### src/rtl/game_pkg.sv
// Shared constants for the game-flow controller and its score accumulator.
// State encoding, widths, default level targets and the time-bonus multiplier.
package game_pkg;

    localparam int SCORE_W = 16;
    localparam int ADD_W   = 12;
    localparam int LEVEL_W = 3;

    localparam int              MAX_LEVEL_DEF   = 5;
    localparam logic [15:0]     TARGET_BASE_DEF = 16'd650;
    localparam logic [15:0]     TARGET_STEP_DEF = 16'd550;
    localparam int              TIME_BONUS_MUL  = 10;

    localparam logic [2:0] ST_IDLE  = 3'd0;
    localparam logic [2:0] ST_LOAD  = 3'd1;
    localparam logic [2:0] ST_PLAY  = 3'd2;
    localparam logic [2:0] ST_CHECK = 3'd3;
    localparam logic [2:0] ST_CLEAR = 3'd4;
    localparam logic [2:0] ST_OVER  = 3'd5;
    localparam logic [2:0] ST_WIN   = 3'd6;

    // Target for a level: base + (level-1)*step, wrapping at 16 bits.
    function automatic logic [SCORE_W-1:0] level_target(
        input logic [LEVEL_W-1:0] lvl,
        input logic [SCORE_W-1:0] base,
        input logic [SCORE_W-1:0] step
    );
        logic [SCORE_W-1:0] idx;
        idx = SCORE_W'(lvl) - 16'd1;
        return base + idx * step;
    endfunction

endpackage

### src/rtl/level_ctrl_score_accum.sv
// Saturating score accumulator: adds a grabbed-object value and/or a
// time bonus each cycle, clamps at all-ones and never wraps.
module score_accum
    import game_pkg::*;
(
    input  logic               clk,
    input  logic               resetn,
    input  logic               clear,
    input  logic               add_en,
    input  logic [ADD_W-1:0]   add_val,
    input  logic               bonus_en,
    input  logic [SCORE_W-1:0] bonus_val,
    output logic [SCORE_W-1:0] score
);

    logic [SCORE_W-1:0] score_q, score_d;
    logic [SCORE_W+1:0] sum;
    logic [SCORE_W+1:0] add_ext;
    logic [SCORE_W+1:0] bonus_ext;

    // Widened sum, then clamp to the maximum score on overflow.
    always_comb begin
        add_ext   = add_en ? (SCORE_W+2)'(add_val) : '0;
        bonus_ext = bonus_en ? {2'b00, bonus_val} : '0;
        sum       = {2'b00, score_q} + add_ext + bonus_ext;
        score_d   = score_q;
        if (clear) begin
            score_d = '0;
        end else if (|sum[SCORE_W+1:SCORE_W]) begin
            score_d = '1;
        end else begin
            score_d = sum[SCORE_W-1:0];
        end
    end

    // Score register with synchronous active-low reset.
    always_ff @(posedge clk) begin
        if (!resetn) begin
            score_q <= '0;
        end else begin
            score_q <= score_d;
        end
    end

    assign score = score_q;

endmodule

### src/rtl/level_ctrl.sv
// Game-flow controller downstream of the round timer (level/score/result).
// Optional macro EARLY_CLEAR_EN: early level end on target plus time bonus.
module level_ctrl
    import game_pkg::*;
#(
    parameter int          MAX_LEVEL   = MAX_LEVEL_DEF,
    parameter logic [15:0] TARGET_BASE = TARGET_BASE_DEF,
    parameter logic [15:0] TARGET_STEP = TARGET_STEP_DEF
)(
    input  logic                clk,
    input  logic                resetn,
    input  logic                start,
    input  logic                pause,
    input  logic                score_add,
    input  logic [ADD_W-1:0]    score_to_add,
    input  logic [7:0]          time_remain,
    input  logic                time_up,
    output logic                timer_enable,
    output logic                time_resetn,
    output logic                move_enable,
    output logic [SCORE_W-1:0]  score,
    output logic [SCORE_W-1:0]  target_score,
    output logic [LEVEL_W-1:0]  level,
    output logic                level_clear,
    output logic                game_over,
    output logic                game_win
);

    logic [2:0]         state_q, state_d;
    logic [LEVEL_W-1:0] level_q, level_d;
    logic               te_q, te_d;
    logic               tr_q, tr_d;
    logic               me_q, me_d;

    logic [SCORE_W-1:0] score_w;
    logic [SCORE_W-1:0] target_w;
    logic [SCORE_W-1:0] bonus_w;
    logic [SCORE_W:0]   judged_w;
    logic               acc_clear;
    logic               acc_add;
    logic               acc_bonus;
    logic               early_w;
    logic               pass_w;
    logic               last_level_w;

    assign target_w     = level_target(level_q, TARGET_BASE, TARGET_STEP);
    assign bonus_w      = SCORE_W'(time_remain) * SCORE_W'(TIME_BONUS_MUL);
    assign last_level_w = (level_q == LEVEL_W'(MAX_LEVEL));

`ifdef EARLY_CLEAR_EN
    assign acc_bonus = (state_q == ST_CHECK);
    assign early_w   = (score_w >= target_w);
`else
    assign acc_bonus = 1'b0;
    assign early_w   = 1'b0;
`endif

    // The CHECK decision sees the score including any bonus credited now.
    assign judged_w = {1'b0, score_w} + (acc_bonus ? {1'b0, bonus_w} : '0);
    assign pass_w   = (judged_w >= {1'b0, target_w});

    // Next-state, level and score-control decode.
    always_comb begin
        state_d   = state_q;
        level_d   = level_q;
        acc_clear = 1'b0;
        acc_add   = 1'b0;
        unique case (state_q)
            ST_IDLE: begin
                if (start) begin
                    state_d   = ST_LOAD;
                    level_d   = LEVEL_W'(1);
                    acc_clear = 1'b1;
                end
            end
            ST_LOAD: state_d = ST_PLAY;
            ST_PLAY: begin
                acc_add = score_add;
                if (time_up || early_w) begin
                    state_d = ST_CHECK;
                end
            end
            ST_CHECK: begin
                if (pass_w) begin
                    state_d = last_level_w ? ST_WIN : ST_CLEAR;
                end else begin
                    state_d = ST_OVER;
                end
            end
            ST_CLEAR: begin
                if (start) begin
                    state_d = ST_LOAD;
                    level_d = level_q + LEVEL_W'(1);
                end
            end
            ST_OVER, ST_WIN: begin
                if (start) begin
                    state_d   = ST_LOAD;
                    level_d   = LEVEL_W'(1);
                    acc_clear = 1'b1;
                end
            end
            default: state_d = ST_IDLE;
        endcase
    end

    // Timer and motion controls are registered from the upcoming state.
    always_comb begin
        te_d = (state_d == ST_PLAY) && !pause;
        me_d = (state_d == ST_PLAY) && !pause;
        tr_d = !((state_d == ST_IDLE) || (state_d == ST_LOAD));
    end

    // Control registers with synchronous active-low reset.
    always_ff @(posedge clk) begin
        if (!resetn) begin
            state_q <= ST_IDLE;
            level_q <= LEVEL_W'(1);
            te_q    <= 1'b0;
            tr_q    <= 1'b0;
            me_q    <= 1'b0;
        end else begin
            state_q <= state_d;
            level_q <= level_d;
            te_q    <= te_d;
            tr_q    <= tr_d;
            me_q    <= me_d;
        end
    end

    score_accum u_score (
        .clk       (clk),
        .resetn    (resetn),
        .clear     (acc_clear),
        .add_en    (acc_add),
        .add_val   (score_to_add),
        .bonus_en  (acc_bonus),
        .bonus_val (bonus_w),
        .score     (score_w)
    );

    assign timer_enable = te_q;
    assign time_resetn  = tr_q;
    assign move_enable  = me_q;
    assign score        = score_w;
    assign target_score = target_w;
    assign level        = level_q;
    assign level_clear  = (state_q == ST_CLEAR);
    assign game_over    = (state_q == ST_OVER);
    assign game_win     = (state_q == ST_WIN);

endmodule
### config.mk
export PLATFORM = sky130hd
export DESIGN_NAME = level_ctrl
export DESIGN_NICKNAME = d
export VERILOG_FILES = /design/src/rtl/game_pkg.sv /design/src/rtl/level_ctrl_score_accum.sv /design/src/rtl/level_ctrl.sv
export SDC_FILE = /design/constraint.sdc
export NUM_CORES = 1
export LEC_CHECK = 0
export ABC_AREA = 0
export BUFFER_PORTS_ARGS = -buffer_cell sky130_fd_sc_hd__buf_2
export CORE_MARGIN = 2
export CORE_UTILIZATION = 49
export DETAILED_ROUTE_END_ITERATION = 7
export PLACE_DENSITY = 0.77
export SYNTH_ARGS = -nofsm -noshare
export SYNTH_HDL_FRONTEND = slang
export SYNTH_HIERARCHICAL = 1
export SYNTH_SLANG_ARGS = --single-unit
### constraint.sdc
create_clock -name clk -period 5.49 [get_ports clk]
set_input_delay 1.098 -clock clk [delete_from_list [all_inputs] [get_ports clk]]
set_output_delay 1.098 -clock clk [all_outputs]
set_load 0.01 [all_outputs]
======== Word-level counts from Yosys, hierarchy flattened ========
Index checks and enable logic that the tools add are counted.
storage, ports and cells
  register bits ........................... 24
  bits of input ports ..................... 26
  output and inout bits ................... 41
  logic and storage cells ................. 48
operators by class
  add/subtract/negate cells ............... 4
  multipliers ............................. 1
  $lt $le $gt $ge ......................... 1
  equality and inequality tests ........... 11
  muxes and demuxes ....................... 13
  bitwise gates (word level) .............. 1
  reduce and logical (&&, ||, !) cells .... 12
operators by type and width
  cell                                                  number
  adder 16 x 18 -> 18 bit                               1
  adder 10 x 16 -> 16 bit (first input constant)        1
  >= comparator 16 bit                                  1
  multiplier 16 x 9 -> 15 bit (second input constant)   1
  two-way mux 16 bit                                    1
  equality test 3 bit (second input constant)           4
  two-way mux 12 bit                                    1
  two-way mux 3 bit                                     4
  case mux 3 bit (4 select lines)                       1
  equality test 3 x 2 -> 1 bit (second input constant)  3
  equality test 3 x 1 -> 1 bit (second input constant)  2
  logical NOT 3 bit                                     2
  case mux 3 bit (2 select lines)                       1
  two-way mux 2 bit                                     2
  OR reduction 2 bit                                    2
  OR reduction 4 bit                                    1
  subtractor 3 x 1 -> 4 bit (second input constant)     1
  adder 3 x 1 -> 3 bit (second input constant)          1
  two-way mux 1 bit                                     3
  AND reduction 3 bit                                   1
  OR reduction 3 bit                                    1
  logical NOT 1 bit                                     2
  != test 2 x 1 -> 1 bit (second input constant)        1
  != test 2 bit (second input constant)                 1
  other kinds (4)                                       4

======== Logic depth before layout (Yosys ltp) ========
Gate-level depths: netlist (run 1).
  depth after elaboration ................. 9
  depth in mapped cells ................... 24
  depth with buffers taken out ............ 23

======== Cells and area by module ========
Netlist (run 1), hierarchy kept.
modules (own cells, without submodules)
  module       instances  cells each  area an instance (µm²)  seq. area each (µm²)
  level_ctrl   1          256         2109.5                  160.2
  score_accum  1          241         2005.7                  320.3

======== Least setup slack after synthesis (run 1) ========
Ideal clock, no wire load.
  path type ............................... register -> register
  start ................................... reg level_q[0], in the netlist level[0]
  end ..................................... reg me_q, in the netlist move_enable
  library setup time ...................... 0.092 ns
  arrival time ............................ 5.639 ns
  data required time ...................... 5.398 ns
  slack ................................... -0.241 ns
  stages on the path, launching flop included .. 24
  path buffers ............................ 1
  period minus slack after synthesis ...... 5.731 ns
  cell sequence ........................... dfxtp_1 buf_2 inv_1 ha_1 inv_1 ha_1 inv_1 fa_1 xnor2_1 ha_1 ha_1 or3_1 o31ai_4 xnor2_1 or2_1 nor3_4 xor2_1 ha_1 nand4_1 or2_2 a211oi_1 nor3_1 o32a_1 nor4_1
between the ends
  cells in the longest elaborated chain, start to end .. 8
  elaborated cells between the ends (all ways) .. 10
ends and longest elaborated chain
  element                          RTL line           RTL
  start, declared                  level_ctrl.sv:30   logic [LEVEL_W-1:0] level_q, level_d;
  start signal, assigned           level_ctrl.sv:124  level_q <= level_d;
  subtractor 3 x 1 -> 4 bit        game_pkg.sv:29     idx = SCORE_W'(lvl) - 16'd1;
  multiplier 16 x 9 -> 15 bit      game_pkg.sv:30     return base + idx * step;
  adder 10 x 16 -> 16 bit          game_pkg.sv:30
  via target_score[2]              level_ctrl.sv:22   output logic [SCORE_W-1:0] target_score,
  >= comparator 16 bit             level_ctrl.sv:60   assign pass_w = (judged_w >= {1'b0, target_w});
  two-way mux 2 bit                level_ctrl.sv:84   if (pass_w) begin
  case mux 3 bit (4 select lines)  level_ctrl.sv:68   unique case (state_q)
  equality test 3 x 2 -> 1 bit     level_ctrl.sv:110  me_d = (state_d == ST_PLAY) && !pause;
  logical AND 1 bit                level_ctrl.sv:110
  end signal, assigned             level_ctrl.sv:127  me_q <= me_d;
  end, declared                    level_ctrl.sv:33   logic me_q, me_d;
The timed path passes the listed nets, and every way through them passes these cells.
A chain may end at the register's enable or synchronous reset.

======== Final worst setup path (run 1) ========
  start ................................... reg level_q[0], in the netlist level[0]
  end ..................................... reg me_q, in the netlist move_enable
between the ends
  cells in the longest elaborated chain, start to end .. 8
  elaborated cells between the ends (all ways) .. 10
ends and longest elaborated chain
  element                            RTL line
  subtractor 3 x 1 -> 4 bit          game_pkg.sv:29
  multiplier 16 x 9 -> 15 bit        game_pkg.sv:30
  adder 10 x 16 -> 16 bit            game_pkg.sv:30
  >= comparator 16 bit               level_ctrl.sv:60
  two-way mux 2 bit *                level_ctrl.sv:84
  case mux 3 bit (4 select lines) *  level_ctrl.sv:68
  equality test 3 x 2 -> 1 bit *     level_ctrl.sv:110
  logical AND 1 bit *                level_ctrl.sv:110
Every way passes the cells marked *; elsewhere a longest branch is shown, timed or not.

==> results of run 1 <==
[metrics by stage]
step / hold slack [ns] / setup slack, ns / TNS (ns)
floorplan: 0.633 / 0.0205 / 0
global placement: 0.647 / 0.0611 / 0
detailed placement: 0.659 / -0.135 / -0.167
CTS: 0.679 / 0.0108 / 0
global route: 0.739 / -0.0402 / -0.0402
finish: 0.687 / 0.155 / 0
[logic make-up (layout without fill, tap and decap cells)]
kind of cell,Yosys count,in the layout,synth area share
muxes,1,1,0.00243
adders and majority gates,87,87,0.277
buffers and inverters,51,125,0.0526
DFF,24,24,0.117
other,1,13,0.000911
AOI/OAI and AO/OA,139,139,0.244
xor gates and xnor gates,59,59,0.127
and+or+nand+nor,135,135,0.178
[area by class of cell]
| type | instances | area [µm²] |
|---|---|---|
| clock buffer | 3 | 41.3 |
| sequential | 24 | 485 |
| multi-input combinational | 434 | 3560 |
| fill | 739 | 3320 |
| tap | 105 | 131 |
| inverter | 37 | 139 |
| timing repair buffer | 84 | 468 |
| clock inverter | 1 | 30.0 |
[Yosys cell counts (3+ instances only)]
cell | instances | area [µm²]
ha_1 | 80 | 1000
inv_1 | 37 | 139
a21oi_1 | 34 | 170
xnor2_1 | 34 | 298
and2_1 | 28 | 175
nor2_1 | 27 | 101
dfxtp_1 | 24 | 480
xor2_1 | 24 | 210
nand2_1 | 23 | 86.3
o21ai_0 | 16 | 80.1
a21o_1 | 15 | 113
nand2b_1 | 13 | 81.3
o21ai_2 | 13 | 114
o21ai_1 | 9 | 45.0
clkbuf_1 | 8 | 30.0
fa_1 | 7 | 140
nor3_1 | 7 | 35.0
nand3_1 | 6 | 30.0
o21a_1 | 6 | 45.0
a31oi_1 | 5 | 31.3
nand4_1 | 5 | 31.3
and3_1 | 4 | 25.0
nor2b_1 | 4 | 25.0
o21bai_1 | 4 | 30.0
or2_2 | 4 | 25.0
a211oi_1 | 3 | 22.5
a21boi_0 | 3 | 22.5
a21oi_2 | 3 | 26.3
buf_4 | 3 | 22.5
nor3b_1 | 3 | 22.5
o211ai_1 | 3 | 22.5
[worst max-delay path, cell delays in order (launching register included)]
cell      delay (ns)
dfxtp_4         0.39
inv_2           0.08
ha_4            0.26
inv_2           0.07
ha_2            0.20
inv_1           0.07
fa_2            0.57
xnor2_1         0.14
ha_1            0.26
ha_1            0.21
or3_1           0.39
o31ai_4         0.22
xnor2_2         0.12
or2_4           0.29
nor3_4          0.23
xor2_1          0.10
ha_1            0.30
nand4_1         0.12
or2_2           0.34
a211oi_2        0.22
nor3_2          0.09
o32a_1          0.32
nor4_1          0.26
[power breakdown]
group	internal, mW	leakage [nW]	switching, mW	total, mW
registers	0.203	0.197	0.0390	0.242
clock network	0.0974	0.0357	0.0557	0.153
logic	0.226	2.24	0.281	0.507
total	0.527	2.47	0.376	0.902
[layout by cell type, fill, tap and decap left out, types with 4 or more instances in the layout]
cell      synthesis  routed
ha_1             80      76
buf_2             2      65
inv_1            37      34
a21oi_1          34      34
xnor2_1          34      33
and2_1           28      28
nor2_1           27      25
nand2_1          23      23
xor2_1           24      23
dfxtp_1          24      22
buf_4             3      19
a21o_1           15      15
o21ai_2          13      14
o21ai_0          16      14
conb_1            1      13
nand2b_1         13      12
o21ai_1           9      10
o21a_1            6       6
nor3_1            7       6
nand3_1           6       6
fa_1              7       6
nand4_1           5       5
a31oi_1           5       5
o21bai_1          4       4
nor2b_1           4       4
or2_2             4       4
and3_1            4       4
[how the worst max path moves through the flow]
stage / slack [ns] / endpoint / from / cells past startpoint
2_1_floorplan: 0.02 / move_enable / level[0] / 23
3_3_place_gp: 0.06 / move_enable / level[0] / 21
3_5_place_dp: -0.14 / move_enable / level[0] / 21
4_1_cts: 0.01 / move_enable / level[1] / 21
5_1_grt: -0.04 / move_enable / level[0] / 22
6_report: 0.15 / move_enable / level[0] / 22
[repair_timing]
action | in CTS | in global routing
resized for setup | 7 | 15
setup buffers | 2 | 8
setup endpoints to repair | 4 | 5
pin swaps | 1 | 12
[per-layer routing]
metal,track usage,vias to the layer above,share of wire
li1,-,1916,-
met1,0.254,1683,0.43
met2,0.407,79,0.53
met3,0.0158,6,0.036
met4,0.0440,0,0.0083
met5,0,-,0
[flip-flops by register name, indices dropped and copies added (netlist names)]
signal	count
level	3
state_q	3
move_enable	1
time_resetn	1
u_score/score	16
==> flow_summary_export.csv, run 1 <==
group,metric,value,unit
run_status,status,"completed",
detailed_routing,antenna_left,0,
worst_setup_path,path_class,"flop to flop",
placement,dp_hpwl,7.93,mm
die,core,8180,µm²
worst_setup_path,reg2reg_slack,0.15,ns
worst_setup_path,cp.required,5.68,ns
timing,worstMarginPinSlew,0.757,ns
die,die_area,9150,µm²
logic_synthesis,syn_avg_cell_area,8.28,µm²
worst_setup_path,startpoint_type,"flop",
worst_setup_path,r2r_cells,22,
hold_path,worstHoldEndpoint,"state_q[0]",
timing,finalCritPeriodShare,0.972,
detailed_routing,viasPerCell,5.35,
placement,port_buffers,65,
clocking,root_buffer,"clkbuf_8",
timing,finalCriticalPeriod,5.34,ns
timing,max_freq,0.187,GHz
timing,setup_viol,0,
pwr,leakagePower,2.47,nW
clocking,cts_buffer_depth,2,
worst_setup_path,r2r_end,"move_enable",
placement,gp_congestion,0.851,
worst_setup_path,critPathArrivalTime,5.52,ns
die,die_h,95.6,µm
clocking,clk_pin_slew_worst_paths,0.09,ns
logic_synthesis,seq_area_frac_synth,0.117,
detailed_routing,wl_per_cell,14.0,µm
pwr,finalPower,902,µW
flow_run,drv_cap,0,
pwr,powerDensity,186,nW/µm²
worst_setup_path,cp-end-kind,"flop",
detailed_routing,dr.pass1.iters,4,
timing,hold_viol_final,0,
hold_path,min_from,"state_q[2]",
die,fp-row-count,33,
detailed_routing,drtIter0Drc,176,
clocking,cts.sinks,24,
global_routing,grt_max_degree,18,
timing,slew_headroom,0.495,
global_routing,track_usage,0.212,
detailed_routing,drt_wl_total,9.60,mm
global_routing,antenna_found_initial,0,
logic_synthesis,syn_inst,497,
logic_synthesis,ys.flop_type,"dfxtp_1",
hold_path,holdCritPathClass,"flop to flop",
logic_synthesis,ys_ff_latch,24,
detailed_routing,vias,3684,
clocking,htree_levels,1,
global_routing,grt_pass1_wl,15.6,mm
logic_synthesis,async_reset_ff_frac,0,
logic_synthesis,synth_warnings,6,
global_routing,grt_overflow,0,
clocking,holdBufCountCts,0,
final_layout,design_area,4860,µm²
logic_synthesis,synth_edf_count,0,
placement,placed_area,4610,µm²
final_layout,fin_cells,688,
hold_path,min_path_cells,2,
timing,clock_skew,0.0118,ns
die,die_x,95.6,µm
global_routing,first_global_vias,3590,
clocking,cts_buffers,3,
detailed_routing,drc_errors,0,
logic_synthesis,syn_area,4120,µm²
logic_synthesis,synth_cell_types,64,
final_layout,antenna_cells,0,
worst_setup_path,timing.rr.start,"level[0]",
final_layout,area_growth,18.0,%
pwr,peakVddDrop,0.0000870,V
timing,final_max_slew_viol_count,0,
clocking,cts_tree,"yes",
worst_setup_path,crit_fanout,4,
placement,post-place-cells,674,
die,initial_utilization,0.503,
clocking,clkLatencyLatePin,0.27,ns
final_layout,utilization,0.594,
die,top_level_ports,67,
final_layout,fin_nets,697,
final_layout,drive_gt1_frac,0.244,
No activity file was read; power rests on OpenSTA's default activity.
==> run 2, diff against run 1 <==
--- a/config.mk
+++ b/config.mk
@@ -7,10 +7,12 @@
 export LEC_CHECK = 0
 export ABC_AREA = 0
 export BUFFER_PORTS_ARGS = -buffer_cell sky130_fd_sc_hd__buf_2
+export CELL_PAD_IN_SITES_DETAIL_PLACEMENT = 0
+export CELL_PAD_IN_SITES_GLOBAL_PLACEMENT = 1
 export CORE_MARGIN = 2
-export CORE_UTILIZATION = 49
+export CORE_UTILIZATION = 39
 export DETAILED_ROUTE_END_ITERATION = 7
-export PLACE_DENSITY = 0.77
+export PLACE_DENSITY = 0.81
 export SYNTH_ARGS = -nofsm -noshare
 export SYNTH_HDL_FRONTEND = slang
 export SYNTH_HIERARCHICAL = 1
==> run 2 against run 1 <==
  * Design area down 0.18%
  * Utilization down 12 points
  * Flip-flop and latch count unchanged
  * Global-route usage down 4.2 points
  * Hold slack worse by 0.0075 ns
  * Sequential power about the same
  * Non-clock buffer count down 7
  * Critical path depth unchanged
  * Final cell count up 3.5%
  * Sequential share of layout area about the same
  * Routed wire length up 0.75%
  * Critical path type unchanged
  * Critical endpoint unchanged
  * Highest routed layer unchanged
==> flow_summary_export.csv, run 2 (synthesis results as in run 1) <==
group,metric,value,unit
run_status,status,"completed",
global_routing,antenna_found_initial,0,
pwr,clockPowerShare,0.172,
pwr,comb_power_share,0.557,
die,initial_utilization,0.400,
flow_run,drv_cap,0,
timing,finalCriticalPeriod,5.24,ns
detailed_routing,vias,3630,
timing,slew_headroom,0.486,
global_routing,grt_pass1_wl,16.0,mm
timing,setup_viol,0,
detailed_routing,viasPerCell,5.10,
worst_setup_path,cp-end-kind,"flop",
clocking,clk_pin_slew_worst_paths,0.09,ns
final_layout,utilization,0.472,
worst_setup_path,cp_top_family,"adder cells",
final_layout,seq_area,487,µm²
detailed_routing,dr.pass1.iters,4,
detailed_routing,drtIter0Drc,131,
worst_setup_path,crit_buf_inv,3,
pwr,peakVddDrop,0.000110,V
final_layout,final_common_cell,"ha_1",
final_layout,area_growth,17.8,%
clocking,cts_buffer_depth,2,
clocking,cts.sinks,24,
placement,gp_congestion,0.833,
die,fp-row-count,37,
clocking,root_buffer,"clkbuf_8",
hold_path,holdCritPathClass,"flop to flop",
detailed_routing,wl_per_cell,13.6,µm
pwr,swShare,0.420,
detailed_routing,antenna_left,0,
worst_setup_path,critPathArrivalTime,5.43,ns
worst_setup_path,crit_top_cell,"ha_1",
pwr,p_sw,378,µW
detailed_routing,drt_wl_total,9.67,mm
placement,place_ws,-0.00895,ns
worst_setup_path,crit_fanout,4,
worst_setup_path,critPathMaxStageDelay,0.47,ns
final_layout,multiInputGateArea,3570,µm²
pwr,internal_power,522,µW
timing,finalCritPeriodShare,0.954,
worst_setup_path,path_cells,"inv_2 -> ha_4 -> inv_2 -> ha_2 -> inv_1 -> fa_1 -> xnor2_1 -> ha_1 -> ha_1 -> or3_1 -> o31ai_4 -> xnor2_2 -> or2_4 -> nor3_4 -> xor2_1 -> ha_1 -> nand4_1 -> or2_2 -> a211oi_2 -> nor3_2 -> o32a_1 -> nor4_2",
die,core,10300,µm²
timing,hold_slack,0.679,ns
final_layout,final_cell_mix,"77 x ha_1, 65 x buf_2, 34 x inv_1",
clocking,clkLatencyLatePin,0.27,ns
global_routing,grt_overflow,0,
global_routing,track_usage,0.170,
pwr,powerDensity,186,nW/µm²
global_routing,first_global_vias,3593,
timing,tns,0,ns
pwr,p_seq_frac,0.270,
worst_setup_path,cp.required,5.68,ns
pwr,leakagePower,2.45,nW
global_routing,grt_max_degree,18,
worst_setup_path,startpoint_type,"flop",
timing,final_max_slew_viol_count,0,
placement,port_buffers,65,
timing,worstMarginPinSlew,0.771,ns
pwr,finalPower,900,µW
clocking,cts_tree,"yes",
final_layout,fin_nets,690,
die,die_x,107,µm
detailed_routing,drc_errors,0,
timing,hold_viol_final,0,
worst_setup_path,path_class,"flop to flop",
clocking,htree_levels,1,
final_layout,drive_gt1_frac,0.236,
die,die_area,11400,µm²
timing,clock_skew,0.0116,ns
final_layout,largest_reg_flops,16,
final_layout,fillers,1056,
die,top_level_ports,67,
die,die_h,107,µm
clocking,cts_buffers,3,
timing,max_freq,0.191,GHz
timing,layout_setup_ws,0.251,ns
timing,rsz0062_at_grt,"yes",
clocking,holdBufCountCts,0,
worst_setup_path,crit_slowest_cell,"fa_1",
final_layout,antenna_cells,0,
placement,dp_hpwl,8.22,mm
==> run 2: metrics by stage <==
stage	cells	cell area (µm²)
6_report	712	4850
5_1_grt	712	4850
4_1_cts	711	4750
3_5_place_dp	707	4670
3_3_place_gp	707	4670
2_1_floorplan	509	4170
==> run 2: final cells by class <==
cell class / count / share of cell area
repair buffers: 77 / 0.0857
clock inverters: 1 / 0.00619
clock buffers: 3 / 0.00852
multi-input cells: 434 / 0.735
flip-flops and latches: 24 / 0.100
well taps: 136 / 0.0351
inverters: 37 / 0.0286
==> run 2: tightest hold or removal path: stages, from the launching register on <==
cell     delay, ns
dfxtp_1       0.40
nand3_1       0.11
and3_1        0.14
==> run 2: per-layer routing <==
layer | wire length (µm) | vias to the layer above | GRT usage
met5 | 0 | - | 0
met4 | 143 | 0 | 0.0399
met3 | 211 | 10 | 0.0140
met2 | 4860 | 51 | 0.319
met1 | 4450 | 1670 | 0.208
li1 | - | 1899 | -
==> run 2: final timing paths <==
check	start	endpoint	cells past startpoint	slack, ns
setup / recovery	level[0]	move_enable	22	0.25
setup reg to reg	level[0]	move_enable	22	0.25
hold reg to reg	state_q[2]	state_q[0]	2	0.68
hold / removal	state_q[2]	state_q[0]	2	0.68
==> run 2: timing repair <==
action	CTS	global route
setup endpoints to repair	3	8
pin swaps	0	6
resized for setup	2	21
buffers inserted	0	1
gates cloned	0	0
==> run 2: power groups by stage <==
stage | Sequential, mW | Combinational, mW | Clock (mW)
6_report | 0.243 | 0.501 | 0.155
3_5_place_dp | 0.248 | 0.483 | 0
3_3_place_gp | 0.249 | 0.475 | 0
5_1_grt | 0.248 | 0.564 | 0.164
4_1_cts | 0.244 | 0.488 | 0.162
2_1_floorplan | 0.242 | 0.365 | 0
